## src/rtl/ssd_display_driver.sv

```systemverilog
// ssd_display_driver
// Converts a 13-bit binary value to four BCD digits with a sequential
// shift-and-add-3 FSM (IDLE -> CONV x13 -> LOAD, 15 cycles per loop), then
// time-multiplexes the digits onto an active-low 4-digit seven-segment display.
// Optional feature macro: SSD_LEADING_ZERO_BLANK_EN blanks leading-zero digits
// (the units digit is always shown).
module ssd_display_driver #(
    parameter int REFRESH_BITS = 17
) (
    input  logic        clk,
    input  logic        reset,
    input  logic [12:0] value,
    output logic [3:0]  anode,
    output logic [6:0]  segments,
    output logic        busy
);

    typedef enum logic [1:0] {IDLE, CONV, LOAD} state_t;

    state_t                  state_reg;
    logic [12:0]             shift_reg;
    logic [15:0]             bcd_reg;
    logic [3:0]              step_reg;
    logic [15:0]             display_reg;
    logic [REFRESH_BITS-1:0] scan_reg;

    logic [14:0] bcd_adj;
    logic [1:0]  digit_idx;
    logic [3:0]  digit_val;
    logic        digit_blank;

    // Add-3 correction on the units, tens and hundreds nibbles.
    genvar gi;
    generate
        for (gi = 0; gi < 3; gi++) begin : g_adj
            assign bcd_adj[gi*4 +: 4] = (bcd_reg[gi*4 +: 4] >= 4'd5) ?
                                        bcd_reg[gi*4 +: 4] + 4'd3 :
                                        bcd_reg[gi*4 +: 4];
        end
    endgenerate
    // The thousands nibble of a 13-bit input is at most 4 before any shift
    // (8191 ends as 8), so it never needs correcting and its top bit is
    // always shifted out as zero.
    assign bcd_adj[14:12] = bcd_reg[14:12];

    // Conversion FSM: capture, 13 shift steps, then publish to the display.
    always_ff @(posedge clk or posedge reset) begin
        if (reset) begin
            state_reg   <= IDLE;
            shift_reg   <= '0;
            bcd_reg     <= '0;
            step_reg    <= '0;
            display_reg <= '0;
            busy        <= 1'b0;
        end else begin
            case (state_reg)
                IDLE: begin
                    shift_reg <= value;
                    bcd_reg   <= '0;
                    step_reg  <= '0;
                    busy      <= 1'b1;
                    state_reg <= CONV;
                end
                CONV: begin
                    {bcd_reg, shift_reg} <= {bcd_adj, shift_reg, 1'b0};
                    step_reg <= step_reg + 4'd1;
                    if (step_reg == 4'd12) begin
                        state_reg <= LOAD;
                    end
                end
                LOAD: begin
                    display_reg <= bcd_reg;
                    busy        <= 1'b0;
                    state_reg   <= IDLE;
                end
                default: begin
                    busy      <= 1'b0;
                    state_reg <= IDLE;
                end
            endcase
        end
    end

    // Free-running scan counter; wraps naturally.
    always_ff @(posedge clk or posedge reset) begin
        if (reset) begin
            scan_reg <= '0;
        end else begin
            scan_reg <= scan_reg + 1'b1;
        end
    end

    assign digit_idx = scan_reg[REFRESH_BITS-1 -: 2];
    assign digit_val = display_reg[{digit_idx, 2'b00} +: 4];

`ifdef SSD_LEADING_ZERO_BLANK_EN
    logic [1:0] msd_idx;

    // Position of the most significant nonzero digit (units if all zero).
    always_comb begin
        msd_idx = 2'd0;
        if (display_reg[7:4]   != 4'd0) msd_idx = 2'd1;
        if (display_reg[11:8]  != 4'd0) msd_idx = 2'd2;
        if (display_reg[15:12] != 4'd0) msd_idx = 2'd3;
    end
    assign digit_blank = (digit_idx > msd_idx);
`else
    assign digit_blank = 1'b0;
`endif

    // Active-low {a,b,c,d,e,f,g} pattern for one BCD nibble.
    function automatic logic [6:0] seg_decode(input logic [3:0] d);
        case (d)
            4'd0:    seg_decode = 7'b0000001;
            4'd1:    seg_decode = 7'b1001111;
            4'd2:    seg_decode = 7'b0010010;
            4'd3:    seg_decode = 7'b0000110;
            4'd4:    seg_decode = 7'b1001100;
            4'd5:    seg_decode = 7'b0100100;
            4'd6:    seg_decode = 7'b0100000;
            4'd7:    seg_decode = 7'b0001111;
            4'd8:    seg_decode = 7'b0000000;
            4'd9:    seg_decode = 7'b0000100;
            default: seg_decode = 7'b1111111;
        endcase
    endfunction

    // Registered display drive from the current scan slot and display register.
    always_ff @(posedge clk or posedge reset) begin
        if (reset) begin
            anode    <= 4'b1111;
            segments <= 7'b1111111;
        end else if (digit_blank) begin
            anode    <= 4'b1111;
            segments <= 7'b1111111;
        end else begin
            anode    <= ~(4'b0001 << digit_idx);
            segments <= seg_decode(digit_val);
        end
    end

endmodule

```

## config.mk

```make
export PLATFORM = sky130hd
export DESIGN_NAME = ssd_display_driver
export DESIGN_NICKNAME = d
export VERILOG_FILES = /design/src/rtl/ssd_display_driver.sv
export SDC_FILE = /design/constraint.sdc
export NUM_CORES = 1
export LEC_CHECK = 0
export BUFFER_PORTS_ARGS = -buffer_cell sky130_fd_sc_hd__buf_4
export CAP_MARGIN = 30
export CORE_UTILIZATION = 55
export DETAILED_ROUTE_END_ITERATION = 10
export PLACE_DENSITY = 0.74
export SLEW_MARGIN = 5
export SYNTH_ARGS = -nofsm -noshare
export SYNTH_HDL_FRONTEND = slang
export SYNTH_SLANG_ARGS = --single-unit
```

## constraint.sdc

```tcl
create_clock -name clk -period 4 [get_ports clk]
set_input_delay 0.8 -clock clk [delete_from_list [all_inputs] [get_ports clk]]
set_output_delay 0.8 -clock clk [all_outputs]
set_load 0.03 [all_outputs]
```

==> run metrics <==
Worst path max stage delay=0.75 ns; Worst Tran Pin Value=0.837 ns; Starting Density=57.5%; CP endpoint kind=flip-flop; port bufs=26; DR iter-0 viols=80; vias per cell=5.46; hold_sp=scan_reg[9]$_DFF_PP0_; Crit path arrival time=2.42 ns; FF+latch count, synth=80; most frequent cells in the layout=69 x dfrtp_1, 45 x nand2_1, 38 x o21ai_0; Hold Path Sink=scan_reg[9]$_DFF_PP0_; Max Root-Sink Buffers=2; worst skew pair latency=0.34 ns; area share of the largest cell type after synthesis=47.0%; Area Overhead vs Synth=12.0%; Worst Hold Slack=0.459 ns; Tmin final=2.15 ns; crit-path cells=mux4_1 > inv_1 > ha_1 > nand2_1 > o21ai_0 > a21oi_1; cts bufs inserted=9; Yosys cell types=33; Leak=2.01 nW; Die X-Extent=83.7 microns; H-tree depth=3; die area=7010 sq um; core box area=6390 sq um; Pins Over Slew Limit=0; Critical Path Start Type=flip-flop; sequential share of the synthesized area=54.9%; Worst EP required=4.27 ns; vias in the first global route=2328; HPWL after DPL=4430 microns; Worst-path clk slew=0.07 ns; Final Hold Viols=0; Worst R2R Path Depth=6; antenna cells=0; fin cells=437; top post-synthesis cells by area=dfrtp_1 47%, dfstp_2 7.9%, o21ai_0 5.2%; first-pass GRT wire length=10900 microns; Residual DRC=0; slowest stage cell, crit path=mux4_1; max reg flops=17; max_cap viols=0; Crit Path Class=flip-flop to flip-flop; Worst slew margin=44.1%; Root Buffer=clkbuf_8; Total GRT Usage=20.0%; Hold WC Path Type=flip-flop to flip-flop; outcome=completed; fin crit share=53.8%; initial antenna violation count=0; post-placement setup slack=1.86 ns; fmax=465 MHz; Routability Congestion=0.802; reg2reg setup slack=1.85 ns; worst setup margin=1.85 ns; Util after Layout=64.4%; row cnt=29; hold depth=1; Setup Buffers After CTS=0; TritonCTS clock tree=done; synthesized area=3670 sq um; worst flop-to-flop path startpoint=scan_reg[15]$_DFF_PP0_; commonest non-fill, non-tap cell in the layout=dfrtp_1; Final setup viols=0; Post-Place Cells=421; syn nets=360; Mapped Cells=330; RSZ-0062 raised after global routing=no; CP Max Fanout=10; cts hold-fix bufs=0; clk sink count=80; Pwr per Cell Area=476 nW/um^2; # IOs=27; share of layout cells above drive strength 1=20.6%; per-cell routed wire length=14.5 microns; cell taking the most area after synthesis=dfrtp_1; nets=385; post-route antenna net violation count=0; die height=83.7 microns; clock skew=0.00331 ns; total global routing overflow=0; drt total wl=6330 microns; DRT Pass-1 Iters=4; DR vias=2385; maximum VDD drop=0.466 mV; synthesized area per cell=11.1 sq um; largest net degree at the start of global routing=43; Resize count post-CTS=0; Reg2Reg Capture Point=segments[3]$_DFF_PP1_; setup_tns=0 ns; Ys Warns=0
final cells by class:
| type | instances | area, sq um |
|---|---|---|
| multi-input combinational | 218 | 1520 |
| inverter | 16 | 60.1 |
| tap | 77 | 96.3 |
| timing repair buffer | 30 | 225 |
| fill | 510 | 2270 |
| sequential | 80 | 2020 |
| clock inverter | 3 | 40.0 |
| clock buffer | 13 | 159 |
routing by layer:
metal | track usage [%] | wire length [microns] | part of all wire, %
met1 | 25.9 | 2840 | 45
met2 | 32.4 | 3190 | 50
met5 | 0 | 0 | 0
met4 | 10.3 | 128 | 2.0
met3 | 3.36 | 171 | 2.7
where the power goes:
part	switching [mW]	internal, mW	leakage (nW)
combinational	0.219	0.168	0.910
clock	0.268	0.321	0.103
sequential	0.0488	0.934	0.993
Yosys cell counts:
| cell | n |
|---|---|
| ha_1 | 15 |
| nor2_1 | 10 |
| a22o_1 | 5 |
| dfstp_2 | 11 |
| nor3_2 | 1 |
| xnor2_1 | 11 |
| o31ai_1 | 2 |
| nand2_1 | 45 |
| buf_2 | 3 |
| nor3b_1 | 5 |
| and2_1 | 1 |
| o21ai_0 | 38 |
| a21o_1 | 1 |
| nor2b_1 | 2 |
| buf_6 | 2 |
| mux2_2 | 12 |
| xor2_1 | 8 |
| a21oi_1 | 10 |
| mux4_1 | 1 |
| a41oi_1 | 1 |
| mux4_2 | 3 |
| nand2b_1 | 9 |
| nand4_1 | 2 |
| dfrtp_1 | 69 |
| nand2b_4 | 1 |
| nand3_1 | 13 |
| and4_1 | 1 |
| and3_1 | 2 |
| clkbuf_1 | 11 |
| nor3_1 | 2 |
| inv_1 | 16 |
| mux2i_1 | 16 |
| or2_2 | 1 |
through the flow:
step	area [sq um]	total power, mW
final	4110	1.96
after global routing	4110	2.05
after CTS	4110	1.98
after detailed placement	3910	1.39
after global placement	3910	1.37
after floorplan	3670	1.28
worst max-delay path, delay by kind of cell, from the launching register on:
kind / cells / cell delay (ns)
AND/OR/NAND/NOR: 1 / 0.07
flip-flops: 1 / 0.58
adder cells (fa/ha/maj): 1 / 0.25
buffers and inverters: 1 / 0.17
multiplexers: 1 / 0.75
AO/OA/AOI/OAI: 2 / 0.26
how the worst max path moves through the flow:
stage	from	endpoint
floorplan	reset	bcd_reg[0]$_DFFE_PP0P_
global placement	scan_reg[15]$_DFF_PP0_	segments[3]$_DFF_PP1_
detailed placement	scan_reg[15]$_DFF_PP0_	segments[3]$_DFF_PP1_
CTS	scan_reg[15]$_DFF_PP0_	segments[3]$_DFF_PP1_
global route	scan_reg[15]$_DFF_PP0_	segments[3]$_DFF_PP1_
finish	scan_reg[15]$_DFF_PP0_	segments[3]$_DFF_PP1_
cell families (layout without fill, tap and decap cells):
group                    count (synthesis)  after routing  synth area share, %
AO/OA/AOI/OAI                           57             57                 8.59
buffers and inverters                   32             62                 3.78
flip-flops                              80             80                 54.9
multiplexers                            32             32                 10.6
adder cells (fa/ha/maj)                 15             15                 5.11
AND/OR/NAND/NOR                         95             95                 12.5
XOR/XNOR                                19             19                 4.53
Power figures use the tool's default switching activity.
